--- src/rtl/xbar_pkg.sv ---
// Shared constants and helpers for the 4x4 crossbar scheduler.
// Matrix bit order everywhere is in*N+out.
package xbar_pkg;

  localparam int N     = 4;
  localparam int LEN_W = 4;

  function automatic int idx(input int in_i, input int out_i);
    return in_i * N + out_i;
  endfunction

  // True for zero or exactly one bit set.
  function automatic logic onehot_ok(input logic [N-1:0] v);
    return (v & (v - N'(1))) == '0;
  endfunction

endpackage

--- src/rtl/xbar_sched_conn_slot.sv ---
// One input row: holds the crossbar connection and the flit count
// of the packet in flight from this row.
module conn_slot
  import xbar_pkg::*;
(
  input  logic               clk,
  input  logic               rst,
  input  logic [N-1:0]       grant_row,
  input  logic [N*LEN_W-1:0] len_row,
  input  logic [N-1:0]       out_ready,
  output logic [N-1:0]       sel_row,
  output logic [N-1:0]       deq_row,
  output logic               busy
);

  logic             conn_q, conn_d;
  logic [N-1:0]     col_q, col_d;
  logic [LEN_W-1:0] cnt_q, cnt_d;
  logic [LEN_W-1:0] raw_len;
  logic [LEN_W-1:0] load_len;
  logic             fire;

  always_comb begin
    raw_len = '0;
    for (int j = 0; j < N; j++) begin
      if (grant_row[j]) begin
        raw_len = raw_len | len_row[j*LEN_W +: LEN_W];
      end
    end
  end

  // A zero-length head still carries one flit.
  assign load_len = (raw_len == '0) ? LEN_W'(1) : raw_len;

  assign sel_row = col_q;
  assign deq_row = conn_q ? (col_q & out_ready) : '0;
  assign fire    = |deq_row;
  assign busy    = conn_q;

  always_comb begin
    conn_d = conn_q;
    col_d  = col_q;
    cnt_d  = cnt_q;
    if (conn_q) begin
      if (fire) begin
        if (cnt_q == LEN_W'(1)) begin
          conn_d = 1'b0;
          col_d  = '0;
          cnt_d  = '0;
        end else begin
          cnt_d = cnt_q - LEN_W'(1);
        end
      end
    end else if (|grant_row) begin
      conn_d = 1'b1;
      col_d  = grant_row;
      cnt_d  = load_len;
    end
  end

  always_ff @(posedge clk or posedge rst) begin
    if (rst) begin
      conn_q <= 1'b0;
      col_q  <= '0;
      cnt_q  <= '0;
    end else begin
      conn_q <= conn_d;
      col_q  <= col_d;
      cnt_q  <= cnt_d;
    end
  end

endmodule

--- src/rtl/xbar_sched.sv ---
// Front/back end around the external 4x4 arbiter array: request
// masking, grant sanitising and per-row connection slots.
module xbar_sched
  import xbar_pkg::*;
(
  input  logic                   clk,
  input  logic                   rst,
  input  logic [N*N-1:0]         voq_req,
  input  logic [N*N*LEN_W-1:0]   voq_len,
  input  logic [N-1:0]           out_ready,
  output logic [N*N-1:0]         arb_req,
  input  logic [N*N-1:0]         arb_grant,
  output logic [N*N-1:0]         xbar_sel,
  output logic [N*N-1:0]         deq,
  output logic [N-1:0]           in_busy,
  output logic [N-1:0]           out_busy,
  output logic                   err
);

  logic [N*N-1:0] san;
  logic [N*N-1:0] grant_v;
  logic [N-1:0]   row_v;
  logic [N-1:0]   col_v;
  logic           bad;
  logic           err_q, err_d;

  // Busy state is registered only, so arb_grant never loops back.
  always_comb begin
    arb_req = '0;
    for (int i = 0; i < N; i++) begin
      for (int j = 0; j < N; j++) begin
        arb_req[idx(i, j)] = voq_req[idx(i, j)] & ~in_busy[i]
                           & ~out_busy[j];
      end
    end
  end

  assign san = arb_grant & arb_req;

  always_comb begin
    bad   = 1'b0;
    row_v = '0;
    col_v = '0;
    for (int i = 0; i < N; i++) begin
      row_v = san[i*N +: N];
      if (!onehot_ok(row_v)) bad = 1'b1;
    end
    for (int j = 0; j < N; j++) begin
      col_v = '0;
      for (int i = 0; i < N; i++) begin
        col_v[i] = san[idx(i, j)];
      end
      if (!onehot_ok(col_v)) bad = 1'b1;
    end
  end

  assign grant_v = bad ? '0 : san;
  assign err_d   = err_q | bad;
  assign err     = err_q;

  always_comb begin
    out_busy = '0;
    for (int j = 0; j < N; j++) begin
      for (int i = 0; i < N; i++) begin
        out_busy[j] = out_busy[j] | xbar_sel[idx(i, j)];
      end
    end
  end

  for (genvar gi = 0; gi < N; gi++) begin : g_slot
    conn_slot u_slot (
      .clk       (clk),
      .rst       (rst),
      .grant_row (grant_v[gi*N +: N]),
      .len_row   (voq_len[gi*N*LEN_W +: N*LEN_W]),
      .out_ready (out_ready),
      .sel_row   (xbar_sel[gi*N +: N]),
      .deq_row   (deq[gi*N +: N]),
      .busy      (in_busy[gi])
    );
  end

  always_ff @(posedge clk or posedge rst) begin
    if (rst) begin
      err_q <= 1'b0;
    end else begin
      err_q <= err_d;
    end
  end

endmodule

--- config.mk ---
export PLATFORM = sky130hd
export DESIGN_NAME = xbar_sched
export DESIGN_NICKNAME = d
export VERILOG_FILES = /design/src/rtl/xbar_pkg.sv /design/src/rtl/xbar_sched_conn_slot.sv /design/src/rtl/xbar_sched.sv
export SDC_FILE = /design/constraint.sdc
export NUM_CORES = 1
export LEC_CHECK = 0
export ABC_CLOCK_PERIOD_IN_PS = 3500
export CELL_PAD_IN_SITES_DETAIL_PLACEMENT = 2
export CELL_PAD_IN_SITES_GLOBAL_PLACEMENT = 2
export CORE_MARGIN = 2
export CORE_UTILIZATION = 22
export DETAILED_ROUTE_END_ITERATION = 8
export GPL_TIMING_DRIVEN = 1
export PLACE_DENSITY = 0.86
export SKIP_CTS_REPAIR_TIMING = 1
export SLEW_MARGIN = 15
export SYNTH_ARGS = -nofsm -noshare
export SYNTH_HDL_FRONTEND = slang
export SYNTH_SLANG_ARGS = --single-unit
export TNS_END_PERCENT = 30
--- constraint.sdc ---
create_clock -name clk -period 3.5 [get_ports clk]
set_clock_uncertainty 0.2 [all_clocks]
set_input_delay 1.05 -clock clk [delete_from_list [all_inputs] [get_ports clk]]
set_output_delay 1.05 -clock clk [all_outputs]
set_load 0.005 [all_outputs]
==> results.md, run 1 <==
- Outcome: finished with violations
- Failing checks: negative setup slack
- Synth unique cells: 62
- Clk slew on worst S/H paths: 0.07 ns
- WP buf/inv: 2
- Ant. Diodes: 0
- Critical-path cell list: clkdlybuf4s50_1, nor2b_2, and2_1, clkdlybuf4s50_1
- Wirelength per Cell: 25.5 µm
- Setup CP Type: primary input to primary output
- Post-synthesis average cell area: 8.40 µm²
- Critical R2R Capture: g_slot[3].u_slot.cnt_q[2]
- 1st-iter DRT viols: 202
- TritonCTS Buffers: 5
- Latest clock arrival within the worst-skew pair: 0.30 ns
- Synth Register Bits: 37
- Initial antenna violation count: 0
- Yosys top cell by area: dfrtp_1
- Worst Tran Pin Value: 0.558 ns
- Die width: 122 µm
- Worst setup margin: -0.0654 ns
- CP max stage cell: clkdlybuf4s50_1
- Most frequent cells in the layout: 139 x clkdlybuf4s50_1, 59 x buf_4, 37 x dfrtp_1
- Most numerous cell on the critical path: clkdlybuf4s50_1
- Required time worst endpoint: 2.25 ns
- Core box area: 13800 µm²
- Vias: 4125
- Final WL: 19.3 mm
- CP top delay family: buffers and inverters
- Antenna Violating Nets Remaining: 0
- Min-Delay Path Class: flip-flop to flip-flop
- Final Slew Violations: 0
- Post-synthesis cell count: 367
- Global-route wire length before repair: 26.9 mm
- Period minus WS final: 3.57 ns
- Synth-to-Final Area Change: 88.4%
- Worst setup SP type: primary input
- Post-synthesis cell area: 3080 µm²
- # DRC: 0
- Final Power: 3.43 mW
- Synth Warn #: 0
- Slew margin rel.: 62.8%
- Worst R2R Start: g_slot[2].u_slot.sel_row[2]
- HPWL after DPL: 13.7 mm
- Crit end category: primary output
- Reg-to-reg setup timing slack: 0.23 ns
- Crit-path max cell delay: 0.49 ns
- Reg2reg path depth: 11
- Post-synth top flop: dfrtp_1
- CP startpoint: voq_req[14]
- Maximum vdd drop: 0.252 mV
- Vias in the first global route: 4633
- Die area: 15000 µm²
- Root buffer cell: clkbuf_16
- Post-synth net total: 477
- Max frequency: 280 MHz
- GRT Overall Usage: 23.8%
- Post-synthesis sequential area ratio: 30.0%
- EDFF count, synth: 0
- Largest net degree at the start of global routing: 38
- Layout cells sized above 1: 23.4%
- Rows: 43
- Final #Nets: 689
- Cells taking the most area after synthesis: dfrtp_1 30%, and3_1 6.3%, a22o_1 5.4%
- RSZ-0062 raised after global routing: yes
- Clock Tree Buf Depth: 2
- Tcrit/Tclk final: 102%
- Die Y-Extent: 122 µm
- DRT Pass-1 Iters: 4
- Leakage: 2.84 nW
- CTS H-tree depth: 2
- Commonest non-fill, non-tap cell in the layout: clkdlybuf4s50_1
- Post-synth top area share: 30.0%
- P per Cell Area: 590 nW/µm²
- GPL Wtd Cong: 0.906
- Setup Viol. Count Final: 5
- Grt ovf: 0
- Filler cell count: 1529
- CTS tree: done
- Max cap viols: 0
- Worst EP arrival: 2.32 ns
- Worst path depth: 4
- Initial core utilization: 22.4%
- Setup crit end: arb_req[14]
- DP Worst Slack: -0.479 ns
- Sink Count: 37
- Ports: 159
- PortBufs: 158
- Worst-path fanout max: 4
- Via density: 5.43
- Fraction of registers with async set or reset after synthesis: 100%
- Final hold violations: 0
==> stage by stage <==
| stage | util, % | TNS, ns | instances | hold WS, ns | instance area (µm²) |
|---|---|---|---|---|---|
| after floorplan | - | 0 | 367 | 0.259 | 3080 |
| after global placement | 38.0 | -8.14 | 743 | 0.262 | 5240 |
| after detailed placement | 38.0 | -13.06 | 743 | 0.270 | 5240 |
| after CTS | 39.4 | -6.31 | 751 | 0.295 | 5430 |
| after global routing | 42.2 | -1.23 | 760 | 0.307 | 5810 |
| final | 42.2 | -0.157 | 760 | 0.298 | 5810 |
==> kinds of logic (layout without fill, tap and decap cells) <==
| kind of cell | count (synthesis) | count (layout) | share of synthesized area, % |
|---|---|---|---|
| fa+ha+maj | 9 | 9 | 3.57 |
| compound gates | 114 | 114 | 27.3 |
| buf+inv | 45 | 258 | 6.49 |
| xor+xnor | 3 | 3 | 0.852 |
| mux | 5 | 5 | 1.78 |
| flops | 37 | 37 | 30.0 |
| simple gates | 154 | 154 | 30.0 |
==> flip-flops by register name, summed over array words and instances, names as in the netlist <==
name / flops
g_slot.u_slot.sel_row: 16
g_slot.u_slot.cnt_q: 16
err: 1
g_slot.u_slot.busy: 4
==> final cells by class <==
type,count,area [µm²],area share (%)
Inverter,27,101,1.74
Multi-Input combinational cell,285,2200,37.8
Sequential cell,37,926,15.9
Tap cell,180,225,3.88
Timing Repair Buffer,223,2170,37.3
Clock inverter,3,68.8,1.18
Clock buffer,5,125,2.15
==> where the power goes <==
| part | internal [mW] | total [mW] | leakage, nW | switching [mW] |
|---|---|---|---|---|
| combinational | 0.959 | 2.02 | 2.29 | 1.06 |
| clock | 0.412 | 0.633 | 0.0944 | 0.221 |
| sequential | 0.563 | 0.774 | 0.458 | 0.211 |
| total | 1.93 | 3.43 | 2.84 | 1.50 |
==> worst min path at each step <==
stage	slack [ns]	cells after the start	end	start
CTS	0.29	1	err	err
floorplan	0.26	1	err	err
detailed placement	0.27	1	err	err
global route	0.31	1	err	err
finish	0.30	1	err	err
global placement	0.26	1	err	err
==> synth_stat cells (all sizes together) (2+ instances only) <==
master / n
dfrtp: 37
and3: 31
inv: 27
nand2: 27
nor2: 26
a22oi: 22
a22o: 19
o21ai: 18
nor4: 14
a21oi: 13
nand3: 13
a31oi: 12
buf: 10
clkbuf: 8
ha: 8
nor3: 8
and2: 7
nand3b: 7
o22ai: 6
nand4: 5
mux2: 4
a32oi: 3
and3b: 3
nand2b: 3
a221oi: 2
a222oi: 2
a2bb2oi: 2
a31o: 2
and4: 2
nor2b: 2
o32a: 2
or2: 2
or3: 2
xor2: 2
==> layer usage <==
| metal | vias up | part of all wire (%) | global-route usage (%) |
|---|---|---|---|
| met5 | - | 0 | 0 |
| met3 | 39 | 6.2 | 5.48 |
| met1 | 2076 | 39 | 27.1 |
| met2 | 184 | 51 | 42.9 |
| met4 | 0 | 3.3 | 8.91 |
| li1 | 1826 | - | - |
Note: power is estimated with default switching activity, not from simulation.
==> inputs of run 2 (changes only) <==
--- a/config.mk
+++ b/config.mk
@@ -11,7 +11,9 @@
 export CORE_MARGIN = 2
 export CORE_UTILIZATION = 22
 export DETAILED_ROUTE_END_ITERATION = 8
+export GPL_ROUTABILITY_DRIVEN = 1
 export GPL_TIMING_DRIVEN = 1
+export HOLD_SLACK_MARGIN = 0.03
 export PLACE_DENSITY = 0.86
 export SKIP_CTS_REPAIR_TIMING = 1
 export SLEW_MARGIN = 15
==> results of run 2 <==
The final DEF is identical to that of run 1; final timing and power are the same.
